File: src/rtl/regfile_sb.sv
// regfile_sb - parametrised register file with per-register scoreboard.
//
// Two asynchronous read ports with optional same-cycle bypass of write data,
// two write ports (pipeline writeback and accelerator result return) and a
// busy bit per register. The decode stage uses the busy bits to stall on
// registers that still have an outstanding writer.
//
// Ports:
//   clk, rst                 clock, synchronous active-high reset
//   rs1_addr/rs2_addr        read addresses
//   rs1_data/rs2_data        read data (combinational)
//   rs1_busy/rs2_busy        scoreboard bit of each read address (combinational)
//   reg_write/rd_addr/wb_data       writeback port (wins on address clash)
//   acc_write/acc_addr/acc_data     accelerator port
//   issue_valid/issue_addr   marks issue_addr busy at the next edge
//   acc_conflict             registered; 1 for one cycle after an accelerator
//                            write was dropped in favour of writeback
module regfile_sb #(
    parameter int WIDTH   = 19,
    parameter int DEPTH   = 8,
    parameter int BYPASS  = 1,
    parameter int ZERO_R0 = 1,
    localparam int AW     = $clog2(DEPTH)
) (
    input  logic             clk,
    input  logic             rst,
    input  logic [AW-1:0]    rs1_addr,
    input  logic [AW-1:0]    rs2_addr,
    output logic [WIDTH-1:0] rs1_data,
    output logic [WIDTH-1:0] rs2_data,
    output logic             rs1_busy,
    output logic             rs2_busy,
    input  logic             reg_write,
    input  logic [AW-1:0]    rd_addr,
    input  logic [WIDTH-1:0] wb_data,
    input  logic             acc_write,
    input  logic [AW-1:0]    acc_addr,
    input  logic [WIDTH-1:0] acc_data,
    input  logic             issue_valid,
    input  logic [AW-1:0]    issue_addr,
    output logic             acc_conflict
);

    logic [WIDTH-1:0] mem [DEPTH];
    logic [DEPTH-1:0] busy;

    logic wb_en;
    logic acc_req;
    logic acc_en;
    logic iss_en;
    logic conflict_p0;

    // Address 0 is filtered out up front when hardwired, so it can never be
    // written, marked busy or raise a conflict.
    function automatic logic is_r0(input logic [AW-1:0] a);
        return (ZERO_R0 != 0) && (a == '0);
    endfunction

    always_comb begin
        wb_en       = reg_write && !is_r0(rd_addr);
        acc_req     = acc_write && !is_r0(acc_addr);
        conflict_p0 = wb_en && acc_req && (rd_addr == acc_addr);
        acc_en      = acc_req && !conflict_p0;
        iss_en      = issue_valid && !is_r0(issue_addr);
    end

    // Read path: stored value, overridden by accelerator then writeback data
    // (later assignment wins, giving writeback the highest priority).
    always_comb begin
        rs1_data = mem[rs1_addr];
        if (BYPASS != 0 && acc_en && acc_addr == rs1_addr) rs1_data = acc_data;
        if (BYPASS != 0 && wb_en && rd_addr == rs1_addr)   rs1_data = wb_data;
        if (is_r0(rs1_addr))                               rs1_data = '0;
    end

    always_comb begin
        rs2_data = mem[rs2_addr];
        if (BYPASS != 0 && acc_en && acc_addr == rs2_addr) rs2_data = acc_data;
        if (BYPASS != 0 && wb_en && rd_addr == rs2_addr)   rs2_data = wb_data;
        if (is_r0(rs2_addr))                               rs2_data = '0;
    end

    assign rs1_busy = busy[rs1_addr];
    assign rs2_busy = busy[rs2_addr];

    // Stage p0 -> stored state (registers, busy bits, conflict flag)
    always_ff @(posedge clk) begin
        if (rst) begin
            for (int i = 0; i < DEPTH; i++) mem[i] <= '0;
            busy         <= '0;
            acc_conflict <= 1'b0;
        end else begin
            if (wb_en)  mem[rd_addr]  <= wb_data;
            if (acc_en) mem[acc_addr] <= acc_data;
            for (int i = 0; i < DEPTH; i++) begin
                if (iss_en && issue_addr == AW'(i))
                    busy[i] <= 1'b1;
                else if ((wb_en && rd_addr == AW'(i)) || (acc_en && acc_addr == AW'(i)))
                    busy[i] <= 1'b0;
            end
            acc_conflict <= conflict_p0;
        end
    end

endmodule

File: config.mk
export PLATFORM = sky130hd
export DESIGN_NAME = regfile_sb
export DESIGN_NICKNAME = d
export VERILOG_FILES = /design/src/rtl/regfile_sb.sv
export SDC_FILE = /design/constraint.sdc
export NUM_CORES = 1
export LEC_CHECK = 0
export CORE_UTILIZATION = 35
export DETAILED_ROUTE_END_ITERATION = 10
export GPL_ROUTABILITY_DRIVEN = 0
export GPL_TIMING_DRIVEN = 0
export HOLD_SLACK_MARGIN = 0.15
export PLACE_DENSITY = 0.51
export SLEW_MARGIN = 15
export SYNTH_ARGS = -nofsm -noshare
export SYNTH_HDL_FRONTEND = slang
export SYNTH_SLANG_ARGS = --single-unit
File: constraint.sdc
create_clock -name clk -period 4.14 [get_ports clk]
set_input_delay 1.035 -clock clk [delete_from_list [all_inputs] [get_ports clk]]
set_output_delay 1.035 -clock clk [all_outputs]
set_load 0.01 [all_outputs]
# Word level (Yosys, flattened, before mapping)
# Memory sizes are Yosys's and may differ from the RTL's.
# Index checks and enable logic that the tools add are counted.
# Widths: inputs -> output; s select.
dict set report word_totals {
  ramBits 152
  mem_count 1
  regBits 9
  out_inout_bits 41
  in_bits 58
  elab_cells 139
}
# memory words width read_ports rd_clocked_by_memory_dff wr line
set mem_list {}
lappend mem_list {mem 8 19 2 0 8 44} ;# logic [WIDTH-1:0] mem [DEPTH];
dict set report op_classes {
  n_lt_le_gt_ge 2
  n_eq_ne 26
  muxes 40
  reduce_logical 61
}
# op n
set op_table {}
lappend op_table {{$mux 19} 8}
lappend op_table {{$reduce_or 19->1} 2}
lappend op_table {{$eq 3x3->1 const B} 12}
lappend op_table {{$logic_and 1x1->1} 34}
lappend op_table {{$mux 1} 28}
lappend op_table {{$eq 3x2->1 const B} 6}
lappend op_table {{$reduce_bool 2->1} 8}
lappend op_table {{$eq 3x3->1} 5}
lappend op_table {{$logic_not 3->1} 5}
lappend op_table {{$eq 3x1->1 const B} 3}
lappend op_table {{$logic_or 1x1->1} 8}
lappend op_table {{$lt 3x4->1 const B} 2}
lappend op_table {{$bmux 1 s3} 2}
lappend op_table {{$mux 3} 2}
lappend op_table {{$logic_not 1->1} 4}

# Depth between registers and ports, before layout
dict set report logic_depth {
  word_depth 12
  depth_mapped 8
}

# Worst setup path before layout
# Ideal clock, no wire load.
dict set report synth_path {
  kind {input to output}
  from {input port acc_addr[0]}
  to {output port rs1_data[10]}
  t_arrival_ps 2717
  stages 8
  path_buffers 4
  t_required_ps 3105
  setup_slack_ps 388
  cell_sequence {buf_2 -> xor2_1 -> or4_4 -> buf_6 -> a211o_1 -> buf_6 -> buf_8 -> o221ai_2}
}
dict set report synth_between {
  elab_chain_len 11
  word_cells_on_any_way 13
  classes_between {eq/ne (2); mux (3); reduce/logical (8)}
}
# element line
set synth_rtl {}
lappend synth_rtl {{start, declared} 37} ;# input logic [AW-1:0] acc_addr,
lappend synth_rtl {{$logic_not 3->1} 56} ;# return (ZERO_R0 != 0) && (a == '0);
lappend synth_rtl {{$logic_not 1->1} 61} ;# acc_req = acc_write && !is_r0(acc_addr);
lappend synth_rtl {{$logic_and 1x1->1} 61}
lappend synth_rtl {{$logic_and 1x1->1 (2 in a row)} 62} ;# conflict_p0 = wb_en && acc_req && (rd_addr == acc_addr);
lappend synth_rtl {{$logic_not 1->1} 63} ;# acc_en = acc_req && !conflict_p0;
lappend synth_rtl {{$logic_and 1x1->1} 63}
lappend synth_rtl {{$logic_and 1x1->1 *} 71} ;# if (BYPASS != 0 && acc_en && acc_addr == rs1_addr) rs1_data = acc_data;
lappend synth_rtl {{$mux 19 *} 71}
lappend synth_rtl {{$mux 19 *} 72} ;# if (BYPASS != 0 && wb_en && rd_addr == rs1_addr) rs1_data = wb_data;
lappend synth_rtl {{$mux 19 *} 73} ;# if (is_r0(rs1_addr)) rs1_data = '0;
lappend synth_rtl {{end, declared} 29} ;# output logic [WIDTH-1:0] rs1_data,
# Mark *: on every way between the ends. The rest lies on a longest branch, timed or not.

# Worst setup path in the final report
dict set report layout_path {
  from {input port rs2_addr[2]}
  to {output port rs2_data[17]}
}
dict set report layout_between {
  elab_chain_len 5
  word_cells_on_any_way 9
  classes_between {eq/ne (2); mux (3); reduce/logical (3); memory (1)}
}
# element line
set layout_rtl {}
lappend layout_rtl {{start, declared} 28} ;# input logic [AW-1:0] rs2_addr,
lappend layout_rtl {{parallel branches: the longest is 4 deep, another holds $mem_v2 8x19} -}
lappend layout_rtl {{$mux 19 *} 80} ;# if (is_r0(rs2_addr)) rs2_data = '0;
lappend layout_rtl {{end, declared} 30} ;# output logic [WIDTH-1:0] rs2_data,
# Mark *: on every way between the ends.

==> reports/metrics.csv <==
metric,value,unit
antenna_found_initial,0,
final_area,12300,um^2
grtUsageTotal,25.5,%
antennaDiodeCount,0,
dpl_cell_area,11300,um^2
fin_worst_skew,0,ps
final_hold_viol_count,0,
grt_overflow,0,
die_y,171,um
drv_cap,0,
vias,7735,
vdd_drop_max,0.180,mV
via_per_inst,6.04,
synth_cell_types,43,
p_leak,4.28,nW
synth_edf_count,152,
endpoint_kind,output pin,
status,finished clean,
wl_per_cell,28.2,um
utilization,44.2,%
criticalPathCategory,in -> out,
cts_sinks,161,
p_per_area,381,nW/um^2
nNetsFinal,947,
syn_area,9990,um^2
cp_top_family,buffers and inverters,
hp-class,reg -> reg,
core-area,27900,um^2
seq_area_frac_synth,47.5,%
grt_pass1_wl,52000,um
wl,36100,um
die_area,29200,um^2
path_max_fanout,10,
period_needed,4120,ps
start_util,35.8,%
setup_violations,0,
crit_slowest_cell,clkbuf_1,
cp_num_buf_inv,3,
cts_buffers,17,
cts_hold_buf,0,
drv_slew,0,
drtIter0Drc,689,
cts_tree,built,
fin_crit_sh,99.6,%
rsz0062_at_grt,true,
fp.dieW,171,um
grt_max_degree,20,
dpl.hpwl,22800,um
worstSetupStartpointType,input port,
io_buffers,69,
syn-instance-count,768,
max_freq,242,MHz
dr.pass1.iters,5,
grt_pass1_vias,7591,
synthFlopType,edfxtp_1,
ant_nets,0,
worstPathRequired,3110,ps
yosysWarnings,0,
num_rows,61,
area_delta_synth_final,23.5,%
worst_pin_slew,1170,ps
tns,0,ps
cp_common_cell,clkbuf_1,
cts_root_buf,clkbuf_16,
synth-seq-cells,161,
cp.arrival,3090,ps
slowest_delay,710,ps
crit_chain,clkbuf_1 -> clkbuf_1 -> mux4_2 -> mux2i_1 -> o221ai_4 -> buf_2,
ios,99,
drc_errors,0,
slew_headroom,21.8,%
clkLatencyLatePin,420,ps
syn_avg_cell_area,13.0,um^2
cts_buffer_depth,2,
ys_async_sr_fraction,0,%
clkTransAtPathRegs,70,ps
htreeDepth,4,
drive_gt1_share,29.5,%
## worst register-to-register path, stage by stage, from the launching register on
cell	delay, ps
dfxtp_1	380
nand2_1	60
o21ai_0	160
## cell usage after synthesis (2+ instances only)
library cell  number  area share, %
a211o_1            2           0.18
a21oi_1            2           0.10
a22o_1            95            8.3
a31oi_1            4           0.25
a32o_1             2           0.20
buf_1             19           0.71
buf_2             11           0.55
buf_6              4           0.45
buf_8              2           0.30
clkbuf_1          54            2.0
dfxtp_1            9            1.8
edfxtp_1         152             46
inv_1             20           0.75
mux2_2             2           0.23
mux2i_1           38            3.8
mux4_2            80             18
nand2_1           88            3.3
nand2b_1          27            1.7
nand3_1            2           0.10
nand3b_1           2           0.15
nor2_1            25           0.94
nor2_2             2           0.13
nor2b_1            6           0.38
nor3_1             6           0.30
nor4_1             6           0.38
o21ai_0           37            1.9
o21ai_1            5           0.25
o221ai_1          18            1.6
o221ai_2          20            3.0
xor2_1            15            1.3
## timing repair
action	CTS	global route
pin swaps	6	12
endpoints found under the setup margin	40	35
cloned	4	0
setup buffers	10	0
resized for setup	234	29
## report_power, final
part	leakage, nW	switching [mW]	internal, mW
combinational	2.41	0.537	0.451
sequential	1.56	0.0556	1.92
clock	0.298	0.721	1.02
## cell families after synthesis
logic type             share of synthesized area [%]
AND/OR/NAND/NOR                                 7.92
XOR/XNOR                                        1.32
other                                         0.0375
AO/OA/AOI/OAI                                   16.3
flip-flops                                      47.5
buffers and inverters                           4.80
multiplexers                                    22.1
## final timing paths
check,startpoint,to,slack [ps],cells after the start
worst max-delay path,rs2_addr[2],rs2_data[17],20,6
worst min-delay path,busy[6],busy[6],470,2
worst max register to register,busy[3],busy[3],3460,2
worst min register to register,busy[6],busy[6],470,2
## area by class of cell
type	instances	area [um^2]
Fill cell	2609	15600
Multi-Input combinational cell	515	5110
Sequential cell	161	4740
Timing Repair Buffer	85	774
Buffer	89	527
Tap cell	378	473
Clock buffer	18	429
Clock inverter	14	204
Inverter	20	75.1
## state kept, by name, summed over array words and instances, names as in the netlist
name / flops
mem: 152
busy: 8
acc_conflict: 1
## per-layer routing
metal | vias to the layer above | global-route usage [%] | routed length (um)
met5 | - | 0 | 0
met4 | 0 | 7.61 | 632
met3 | 49 | 6.15 | 3030
met2 | 383 | 38.7 | 16600
met1 | 3996 | 36.1 | 15900
li1 | 3307 | - | -
## cell usage in the layout (no fill, tap or decap), types with 4 or more instances in the layout
cell and instances:
clkbuf_16 17, nand2b_1 23, buf_4 11, conb_1 19, xor2_1 13, buf_12 4
clkdlybuf4s50_1 28, buf_2 41, nand2_1 84, edfxtp_1 152, a31oi_1 4, dfxtp_1 9
inv_6 4, o21ai_1 5, clkdlybuf4s15_2 7, o221ai_2 25, inv_1 20, buf_6 6
clkbuf_2 10, mux2i_1 38, bufinv_16 4, o221ai_4 7, mux4_2 80, o21ai_0 36
nor2b_1 6, clkbuf_4 8, nor2_1 24, nand2b_2 4, clkbuf_1 40, a22o_1 95
buf_1 10, nor3_1 6, o221ai_1 6
## per-stage QoR
step                instances  setup slack (ps)  power (mW)  hold slack [ps]
floorplan                 786               388        2.54              443
global placement         1233             -1530        2.93              459
detailed placement       1235             -1580        2.95              461
CTS                      1280             -2.30        4.67              473
global route             1280             -30.1        4.84              521
finish                   1280              15.1        4.70              475
No activity file was read; power rests on OpenSTA's default activity.
